File: config.mk
export PLATFORM = sky130hd
export DESIGN_NAME = pwm_multi_breathe_flat
export DESIGN_NICKNAME = d
export VERILOG_FILES = /design/src/rtl/pwm_multi_breathe_if.sv /design/src/rtl/pwm_multi_breathe.sv /design/src/flat_wrapper.sv
export SDC_FILE = /design/constraint.sdc
export NUM_CORES = 1
export LEC_CHECK = 0
export ABC_AREA = 1
export BUFFER_PORTS_ARGS = -buffer_cell sky130_fd_sc_hd__buf_2
export CORE_UTILIZATION = 55
export CTS_BUF_LIST = sky130_fd_sc_hd__clkbuf_16
export DETAILED_ROUTE_END_ITERATION = 6
export GPL_ROUTABILITY_DRIVEN = 0
export PLACE_DENSITY = 0.79
export SLEW_MARGIN = 15
export SYNTH_ARGS = -nofsm -noshare
export SYNTH_HDL_FRONTEND = slang
export SYNTH_SLANG_ARGS = --single-unit
File: constraint.sdc
create_clock -name clk -period 3.5 [get_ports clk]
set_input_delay 0.35 -clock clk [delete_from_list [all_inputs] [get_ports clk]]
set_output_delay 0.35 -clock clk [all_outputs]
set_load 0.01 [all_outputs]
File: src/rtl/pwm_multi_breathe_if.sv
// Register write port for pwm_multi_breathe.
// Master drives a one-cycle strobe with target channel, duty and mode.
interface pwm_multi_breathe_if #(
    parameter int CH_W  = 2,
    parameter int WIDTH = 8
) ();
    logic             wr_en;
    logic [CH_W-1:0]  wr_ch;
    logic [WIDTH-1:0] wr_duty;
    logic             wr_mode;

    modport master (output wr_en, wr_ch, wr_duty, wr_mode);
    modport slave  (input  wr_en, wr_ch, wr_duty, wr_mode);
endinterface

File: src/rtl/pwm_multi_breathe.sv
// Multi-channel PWM with per-channel static or breathing duty.
// Duty/mode writes are shadowed and take effect on period boundaries.
module pwm_multi_breathe #(
    parameter int CHANNELS = 4,
    parameter int WIDTH    = 8,
    parameter int STEP_DIV = 16,
    parameter int CH_W     = (CHANNELS > 1) ? $clog2(CHANNELS) : 1
) (
    input  logic                clk,
    input  logic                reset,
    input  logic                en,
    pwm_multi_breathe_if.slave  wr,
    output logic [CHANNELS-1:0] LED,
    output logic                period_start
);
    localparam int SW = (STEP_DIV > 1) ? $clog2(STEP_DIV) : 1;
    localparam logic [WIDTH-1:0] ONE   = WIDTH'(1);
    localparam logic [WIDTH-1:0] DMAX  = '1;
    localparam logic [WIDTH-1:0] CLAST = DMAX - ONE;
    localparam logic [SW-1:0]    SLAST = SW'(STEP_DIV - 1);
    localparam logic [SW-1:0]    SONE  = SW'(1);
    localparam logic [CH_W:0]    NCH   = (CH_W + 1)'(CHANNELS);

    logic [WIDTH-1:0]    cnt_q, cnt_d;
    logic [CHANNELS-1:0] led_q, led_d;
    logic                ps_q, ps_d;
    logic [WIDTH-1:0]    sh_duty_q [CHANNELS];
    logic [WIDTH-1:0]    sh_duty_d [CHANNELS];
    logic [WIDTH-1:0]    duty_q    [CHANNELS];
    logic [WIDTH-1:0]    duty_d    [CHANNELS];
    logic [SW-1:0]       step_q    [CHANNELS];
    logic [SW-1:0]       step_d    [CHANNELS];
    logic [CHANNELS-1:0] sh_mode_q, sh_mode_d;
    logic [CHANNELS-1:0] mode_q, mode_d;
    logic [CHANNELS-1:0] pend_q, pend_d;
    logic [CHANNELS-1:0] dir_q, dir_d;
    logic [CHANNELS-1:0] hit;
    logic                wr_ok;
    logic                bnd;

    assign LED          = led_q;
    assign period_start = ps_q;

    always_comb begin
        cnt_d     = cnt_q;
        led_d     = led_q;
        sh_duty_d = sh_duty_q;
        duty_d    = duty_q;
        step_d    = step_q;
        sh_mode_d = sh_mode_q;
        mode_d    = mode_q;
        pend_d    = pend_q;
        dir_d     = dir_q;
        hit       = '0;

        wr_ok = wr.wr_en && ({1'b0, wr.wr_ch} < NCH);
        bnd   = en && (cnt_q == CLAST);
        ps_d  = en && (cnt_q == '0);
        if (en) begin
            cnt_d = bnd ? '0 : cnt_q + ONE;
        end

        for (int i = 0; i < CHANNELS; i++) begin
            hit[i] = wr_ok && (wr.wr_ch == CH_W'(i));
            if (en) begin
                led_d[i] = cnt_q < duty_q[i];
            end
            if (hit[i]) begin
                sh_duty_d[i] = wr.wr_duty;
                sh_mode_d[i] = wr.wr_mode;
                pend_d[i]    = 1'b1;
            end
            // A write landing on the boundary edge bypasses the shadow
            if (bnd) begin
                if (hit[i] || pend_q[i]) begin
                    duty_d[i] = hit[i] ? wr.wr_duty : sh_duty_q[i];
                    mode_d[i] = hit[i] ? wr.wr_mode : sh_mode_q[i];
                    dir_d[i]  = 1'b0;
                    step_d[i] = '0;
                    pend_d[i] = 1'b0;
                end else if (mode_q[i]) begin
                    if (step_q[i] < SLAST) begin
                        step_d[i] = step_q[i] + SONE;
                    end else begin
                        step_d[i] = '0;
                        if (!dir_q[i]) begin
                            if (duty_q[i] != DMAX) begin
                                duty_d[i] = duty_q[i] + ONE;
                            end else begin
                                dir_d[i]  = 1'b1;
                                duty_d[i] = duty_q[i] - ONE;
                            end
                        end else begin
                            if (duty_q[i] != '0) begin
                                duty_d[i] = duty_q[i] - ONE;
                            end else begin
                                dir_d[i]  = 1'b0;
                                duty_d[i] = duty_q[i] + ONE;
                            end
                        end
                    end
                end
            end
        end
    end

    always_ff @(posedge clk or negedge reset) begin
        if (!reset) begin
            cnt_q     <= '0;
            led_q     <= '0;
            ps_q      <= 1'b0;
            sh_mode_q <= '0;
            mode_q    <= '0;
            pend_q    <= '0;
            dir_q     <= '0;
            for (int i = 0; i < CHANNELS; i++) begin
                sh_duty_q[i] <= '0;
                duty_q[i]    <= '0;
                step_q[i]    <= '0;
            end
        end else begin
            cnt_q     <= cnt_d;
            led_q     <= led_d;
            ps_q      <= ps_d;
            sh_mode_q <= sh_mode_d;
            mode_q    <= mode_d;
            pend_q    <= pend_d;
            dir_q     <= dir_d;
            for (int i = 0; i < CHANNELS; i++) begin
                sh_duty_q[i] <= sh_duty_d[i];
                duty_q[i]    <= duty_d[i];
                step_q[i]    <= step_d[i];
            end
        end
    end
endmodule

File: src/flat_wrapper.sv
// flat-port wrapper written by rule: the top's interface ports become plain ports
module pwm_multi_breathe_flat 
#(
    parameter int CHANNELS = 4,
    parameter int WIDTH    = 8,
    parameter int STEP_DIV = 16,
    parameter int CH_W     = (CHANNELS > 1) ? $clog2(CHANNELS) : 1
)
  (clk, reset, en, LED, period_start, wr_wr_en, wr_wr_ch, wr_wr_duty, wr_wr_mode);
  pwm_multi_breathe_if #(.CH_W(CH_W), .WIDTH(WIDTH)) wr_i ();
  input  logic clk;
  input  logic reset;
  input  logic en;
  output logic [CHANNELS-1:0] LED;
  output logic period_start;
  input wire logic [$bits(wr_i.wr_en)-1:0] wr_wr_en;
  input wire logic [$bits(wr_i.wr_ch)-1:0] wr_wr_ch;
  input wire logic [$bits(wr_i.wr_duty)-1:0] wr_wr_duty;
  input wire logic [$bits(wr_i.wr_mode)-1:0] wr_wr_mode;
  assign wr_i.wr_en = wr_wr_en;
  assign wr_i.wr_ch = wr_wr_ch;
  assign wr_i.wr_duty = wr_wr_duty;
  assign wr_i.wr_mode = wr_wr_mode;
  pwm_multi_breathe #(.CHANNELS(CHANNELS), .WIDTH(WIDTH), .STEP_DIV(STEP_DIV), .CH_W(CH_W)) u_core (.clk(clk), .reset(reset), .en(en), .wr(wr_i), .LED(LED), .period_start(period_start));
endmodule
==> results by group, run 1 <==
Status
  – Status: complete, no violations

Power and ir drop
  – Sequential share of power: 48.9%
  – PwrDens: 385 mW/mm²
  – Sw frac: 28.3%
  – Worst vdd ir: 0.267 mV
  – NetSw: 0.000848 W
  – Leakage power: 4.10 nW
  – P_int: 0.00215 W
  – Clock power share: 35.0%
  – Logic pwr share: 16.1%

Global route
  – Initial antenna violation count: 0
  – Global-route wire length before repair: 28900 µm
  – Tot GR Track Use: 27.7%
  – Pin count of the biggest net entering global routing: 110
  – GRT overflow: 0
  – Vias in the first global route: 5919

Route
  – Drt first pass iters: 5
  – Vias: 6658
  – Avg WL per Cell: 14.3 µm
  – Routed WL: 17600 µm
  – DR iter-0 viols: 620
  – Vias/cell: 5.42
  – Residual DRC: 0
  – Antenna Nets Post-Route: 0

STA
  – Crit path time final: 2690 ps
  – Slew headroom: 61.3%
  – Final period util: 76.8%
  – Peak Freq: 0.372 GHz
  – Slew Viols, Final: 0
  – Worst Skew: 7.15 ps
  – Final setup violation count: 0
  – Setup TNS: 0 ps
  – Final hold vios: 0
  – Worst-margin pin slew: 580 ps
  – RSZ-0062 raised after global routing: no

Floorplan
  – Initial cell density of the core: 56.9%
  – # IOs: 20
  – Total Die Area: 0.0137 mm²
  – Die X: 117 µm
  – Row Count: 41
  – Core area: 0.0128 mm²
  – Die height: 117 µm

Cells and area
  – Synthesis-to-layout area growth: 7.13%
  – Final #Nets: 1116
  – Layout cells sized above 1: 5.40%
  – # diodes: 0
  – Post-Layout Cell Count: 1228

Yosys
  – EDFF count, synth: 0
  – Most common cell in the synthesized netlist: nand2_1
  – Commonest cells in the netlist: 303 x nand2_1, 131 x inv_1, 129 x nor2_1
  – Post-synth top area share: 37.5%
  – Post-synthesis sequential area ratio: 37.5%
  – Synth unique cells: 34
  – Post-synthesis register bit count: 109
  – Async set-reset flop share out of synthesis: 100%
  – Mean Syn Cell Area: 6.95 µm²
  – Largest area contributor in the netlist: dfrtp_1
  – Synth warnings: 0
  – Synth top area cells: dfrtp_1 38%, nand2_1 16%, ha_1 8.1%
  – Post-Syn Nets: 1107
  – Cell Area, Synth: 0.00726 mm²
  – Gate Count Post-Synth: 1045
  – Ys flop type: dfrtp_1

Worst setup path
  – CP max FO: 13
  – CP delay by family, top: simple AND/OR/NAND/NOR gates
  – Worst Path Buf+Inv: 4
  – Worst path slowest cell: dfrtp_1
  – Critical path cell sequence: inv_1 > ha_1 > nand2_1 > nor2_1 > nand2_1 > clkinv_1 > o21ai_2 > inv_1 > nand2_1 > inv_1 > nor2_1 > a21oi_1
  – Slowest Stage Delay on Critical Path: 440 ps
  – CP arrival: 2920 ps
  – Critical Path RT: 3730 ps
  – Crit start category: flop
  – Worst Setup Path Type: flop to flop
  – Crit path launch: u_core.cnt_q[0]
  – Setup crit end kind: flop
  – Worst r2r src: u_core.cnt_q[0]

CTS
  – Root Driver: clkbuf_16
  – Latest clock arrival within the worst-skew pair: 350 ps
  – Post-CTS resize count: 0
  – CTS clock-pin slew for the worst setup and hold paths: 70 ps
  – Setup bufs post-CTS: 0
  – CTS Buffer Depth: 2
  – Hold-fix buffers, CTS: 0
  – H-tree depth: 3
  – Clock sinks: 109
  – Cts bufs inserted: 9
  – CTS tree: done

Placement
  – Port Buf Inserts: 19
  – Detailed placement HPWL: 12800 µm
  – Placed Cells: 1215

Min path
  – Hold Path Class: primary input to asynchronous set/reset pin

Flow run
  – Max-Cap Viols: 0
[per-stage QoR]
stage / area [µm²] / hold WS (ps) / util (%) / setup WS [ps] / power, W
floorplan: 7260 / 54.4 / - / 1790 / 0.00179
global placement: 7490 / 453 / 58.6 / 1020 / 0.00193
detailed placement: 7490 / 461 / 58.6 / 906 / 0.00196
CTS: 7780 / 98.9 / 60.9 / 836 / 0.00302
global route: 7780 / 113 / 60.9 / 510 / 0.00317
finish: 7780 / 48.7 / 60.9 / 813 / 0.00300
[logic make-up after synthesis]
group                    synth area share (%)
XOR/XNOR                                 1.93
adder cells (fa/ha/maj)                  8.10
multiplexers                            0.310
buffers and inverters                    8.77
AO/OA/AOI/OAI                            10.0
AND/OR/NAND/NOR                          33.3
flip-flops                               37.5
[state kept, by name, indices dropped and copies added (netlist names)]
signal	cells
u_core.duty_q	32
u_core.sh_duty_q	32
u_core.step_q	16
u_core.cnt_q	8
u_core.LED	4
u_core.dir_q	4
u_core.mode_q	4
u_core.pend_q	4
u_core.sh_mode_q	4
u_core.period_start	1
[final timing paths]
| path | endpoint | slack (ps) | cells after the start |
|---|---|---|---|
| max reg2reg | u_core.duty_q[29] | 810 | 12 |
| max in group asynchronous | u_core.duty_q[13] | 3000 | 2 |
| max | u_core.duty_q[29] | 810 | 12 |
| min reg2reg | u_core.LED[2] | 480 | 2 |
| min | u_core.sh_duty_q[14] | 50 | 2 |
| min in group clk | u_core.sh_duty_q[28] | 340 | 3 |
[power by group through the flow]
stage                     registers (W)  clock network (W)  logic, W
after detailed placement        0.00149                  0  0.000476
after CTS                       0.00146            0.00107  0.000485
after global routing            0.00148            0.00112  0.000575
after floorplan                 0.00145                  0  0.000339
final                           0.00147            0.00105  0.000484
after global placement          0.00148                  0  0.000452
[metal layers]
layer  GRT usage (%)  up-vias  wire, µm
met4            9.20        0       333
met2            44.3      218      8120
li1                -     3355         -
met3            5.66       25      1020
met1            37.8     3060      8140
met5               0        -         0
[cell usage in the layout (no fill, tap or decap), drive strengths merged]
cell | Yosys | final
a21boi | 1 | 1
dfrtp | 109 | 109
o211a | 1 | 1
a21oi | 42 | 42
or2 | 1 | 1
buf | 12 | 22
a31oi | 3 | 3
nand4 | 14 | 14
a211oi | 5 | 5
nand2 | 309 | 309
nor4 | 1 | 1
nand3b | 1 | 1
nor3 | 13 | 13
xor2 | 16 | 16
nand3 | 106 | 106
mux2 | 2 | 2
nor2 | 132 | 132
o21a | 4 | 4
and3 | 1 | 1
o31ai | 1 | 1
o21ai | 75 | 75
bufinv | 0 | 2
ha | 47 | 47
clkbuf | 12 | 9
clkinv | 4 | 5
inv | 133 | 134
[worst register-to-register path: stages, from the launching register on]
cell and delay (ps):
dfrtp_1 440, inv_1 110, ha_1 200, nand2_1 50
nor2_1 50, nand2_1 340, clkinv_1 370, o21ai_2 180
inv_1 110, nand2_1 330, inv_1 200, nor2_1 140
a21oi_1 50
[cell type report]
cell class,count,area (µm²)
Inverter,137,514
Sequential cell,109,2730
Clock inverter,4,67.6
Clock buffer,9,225
Timing Repair Buffer,22,133
Tap cell,172,215
Fill cell,1169,4990
Multi-Input combinational cell,775,3900
Power figures use the tool's default switching activity.
==> run 2: changes to the inputs <==
==> constraint.sdc (replaced) <==
create_clock -name clk -period 2.5 [get_ports clk]
set_input_delay 0.25 -clock clk [delete_from_list [all_inputs] [get_ports clk]]
set_output_delay 0.25 -clock clk [all_outputs]
set_load 0.01 [all_outputs]
==> results by group, run 2 (synthesis results as in run 1) <==
Worst setup path
  – Worst R2R Path Depth: 11 (was 12)
  – CP max FO: 13 (unchanged)
  – Crit start category: flop (unchanged)
  – CP arrival: 2480 ps (was 2920 ps)
  – Worst r2r src: u_core.cnt_q[0] (unchanged)
  – Worst path slowest cell: dfrtp_1 (unchanged)
  – Critical Path End: u_core.step_q[15] (was u_core.duty_q[29])
  – Slowest Stage Delay on Critical Path: 450 ps (was 440 ps)
  – Critical path cell sequence: inv_1 > ha_1 > nand2_1 > nor2_1 > nand2_1 > clkinv_1 > o21ai_2 > inv_1 > nand2_2 > inv_1 > nor3_1 (was inv_1 > ha_1 > nand2_1 > nor2_1 > nand2_1 > clkinv_1 > o21ai_2 > inv_1 > nand2_1 > inv_1 > nor2_1 > a21oi_1)
  – Critical Path RT: 2770 ps (was 3730 ps)
  – Internal reg-to-reg setup slack: 290 ps (was 810 ps)
  – Setup crit end kind: flop (unchanged)
  – Crit path launch: u_core.cnt_q[0] (unchanged)
  – RR Endpoint: u_core.step_q[15] (was u_core.duty_q[29])
  – Worst Setup Path Type: flop to flop (unchanged)
  – Most used cell along the critical path: inv_1

CTS
  – H-tree depth: 3 (unchanged)
  – Cts bufs inserted: 9 (unchanged)
  – Root Driver: clkbuf_16 (unchanged)
  – CTS tree: done (unchanged)
  – Setup bufs post-CTS: 0 (unchanged)
  – Clock sinks: 109 (unchanged)
  – CTS clock-pin slew for the worst setup and hold paths: 70 ps (about the same)
  – Latest clock arrival within the worst-skew pair: 360 ps (was 350 ps)
  – CTS Buffer Depth: 2 (unchanged)

Route
  – Vias/cell: 5.35 (was 5.42)
  – Drt first pass iters: 6 (was 5)
  – Vias: 6634 (was 6658)
  – DR iter-0 viols: 562 (was 620)
  – Residual DRC: 0 (unchanged)
  – Routed WL: 17700 µm (was 17600 µm)
  – Avg WL per Cell: 14.3 µm (about the same)
  – Antenna Nets Post-Route: 0 (unchanged)

STA
  – Worst-margin pin slew: 524 ps (was 580 ps)
  – Final hold vios: 0 (unchanged)
  – Slew Viols, Final: 0 (unchanged)
  – Worst Skew: 6.16 ps (was 7.15 ps)
  – Hold WS: 233 ps (was 48.7 ps)
  – Crit path time final: 2210 ps (was 2690 ps)
  – Setup TNS: 0 ps (unchanged)
  – Peak Freq: 0.452 GHz (was 0.372 GHz)
  – RSZ-0062 raised after global routing: no (unchanged)
  – Slew headroom: 64.8% (was 61.3%)
  – Final period util: 88.5% (was 76.8%)
  – Final setup violation count: 0 (unchanged)

Global route
  – Global-route wire length before repair: 29700 µm (was 28900 µm)
  – Pin count of the biggest net entering global routing: 43 (was 110)
  – Initial antenna violation count: 0 (unchanged)
  – Tot GR Track Use: 28.3% (was 27.7%)
  – GRT overflow: 0 (unchanged)
  – Vias in the first global route: 6126 (was 5919)

Power and ir drop
  – Leakage power: 4.12 nW (was 4.10 nW)
  – Worst vdd ir: 0.390 mV (was 0.267 mV)
  – PwrDens: 526 mW/mm² (was 385 mW/mm²)

Min path
  – Hold Path Class: primary input to flop (was primary input to asynchronous set/reset pin)

Floorplan
  – Total Die Area: 0.0137 mm² (unchanged)
  – Initial cell density of the core: 56.9% (unchanged)
  – Die X: 117 µm (unchanged)
  – # IOs: 20 (unchanged)
  – Die height: 117 µm (unchanged)
  – Row Count: 41 (unchanged)
  – Core area: 0.0128 mm² (unchanged)

Cells and area
  – Top flop regs: u_core.duty_q x32, u_core.sh_duty_q x32, u_core.step_q x16 (unchanged)
  – Synthesis-to-layout area growth: 7.68% (was 7.13%)
  – Most frequent cells in the layout: 302 x nand2_1, 131 x inv_1, 129 x nor2_1 (was 303 x nand2_1, 132 x inv_1, 129 x nor2_1)
  – Layout cells sized above 1: 6.47% (was 5.40%)
  – # diodes: 0 (unchanged)
  – Final #Nets: 1124 (was 1116)
  – Most common cell after layout, fill and taps aside: nand2_1 (unchanged)

Flow run
  – Max-Cap Viols: 0 (unchanged)

Placement
  – Detailed placement HPWL: 12800 µm (about the same)
  – Port Buf Inserts: 19 (unchanged)

Status
  – Status: complete, no violations (unchanged)
[run 2: cell count changes in the layout (fill, tap and decap cells not counted), moves of 2 or more]
cell	previous run	this run
bufinv_16	2	0
clkinvlp_4	0	2
clkinv_2	0	3
buf_4	3	10
[run 2: critical path: cells and delay by family, from the launching register on]
kind,cells,cell delay [ps]
compound gates,1,210
buf+inv,4,690
flops,1,450
fa+ha+maj,1,200
simple gates,5,570
[run 2: repair_timing]
item | in CTS | in global routing
hold buffers | 1 | 0
resized for setup | 0 | 1
setup endpoints to repair | 0 | 6
hold endpoints to repair | 36 | 0
[run 2: worst min-delay path by stage]
stage	to	slack, ps	from	cells after the start
after floorplan	u_core.LED[0]	-50	reset	0
after global placement	u_core.duty_q[8]	240	reset	1
after detailed placement	u_core.sh_duty_q[15]	240	reset	1
after CTS	u_core.sh_duty_q[28]	230	wr_wr_duty[4]	3
after global routing	u_core.sh_duty_q[28]	270	wr_wr_duty[4]	3
final	u_core.sh_duty_q[28]	230	wr_wr_duty[4]	3
[run 2: area by class of cell]
cell class | count | area (µm²)
fill | 1178 | 4950
multi-input combinational | 775 | 3900
sequential | 109 | 2730
inverter | 137 | 514
clock buffer | 9 | 225
tap | 172 | 215
timing repair buffer | 30 | 195
clock inverter | 7 | 42.5
[run 2: stage by stage]
stage	cell area, µm²	total power, W	worst slack [ps]	cells	util (%)
3_3_place_gp	7540	0.00277	279	1222	59.0
2_1_floorplan	7260	0.00250	791	1045	-
6_report	7820	0.00411	289	1239	61.2
4_1_cts	7820	0.00413	164	1239	61.2
5_1_grt	7820	0.00435	40.2	1239	61.2
3_5_place_dp	7540	0.00280	196	1222	59.0
[run 2: power breakdown]
group	leakage [nW]	internal, W	switching, W	total, W
sequential	1.33	0.00190	0.0000976	0.00200
combinational	2.66	0.000288	0.000486	0.000774
clock	0.129	0.000670	0.000672	0.00134
total	4.12	0.00286	0.00126	0.00411
[run 2: layer usage]
| metal | track usage, % | wire length [µm] | share of wire (%) | vias up |
|---|---|---|---|---|
| met5 | 0 | 0 | 0 | - |
| li1 | - | - | - | 3374 |
| met2 | 44.7 | 7830 | 44 | 248 |
| met1 | 39.9 | 8310 | 47 | 2989 |
| met4 | 9.37 | 344 | 1.9 | 0 |
| met3 | 4.58 | 1220 | 6.9 | 23 |
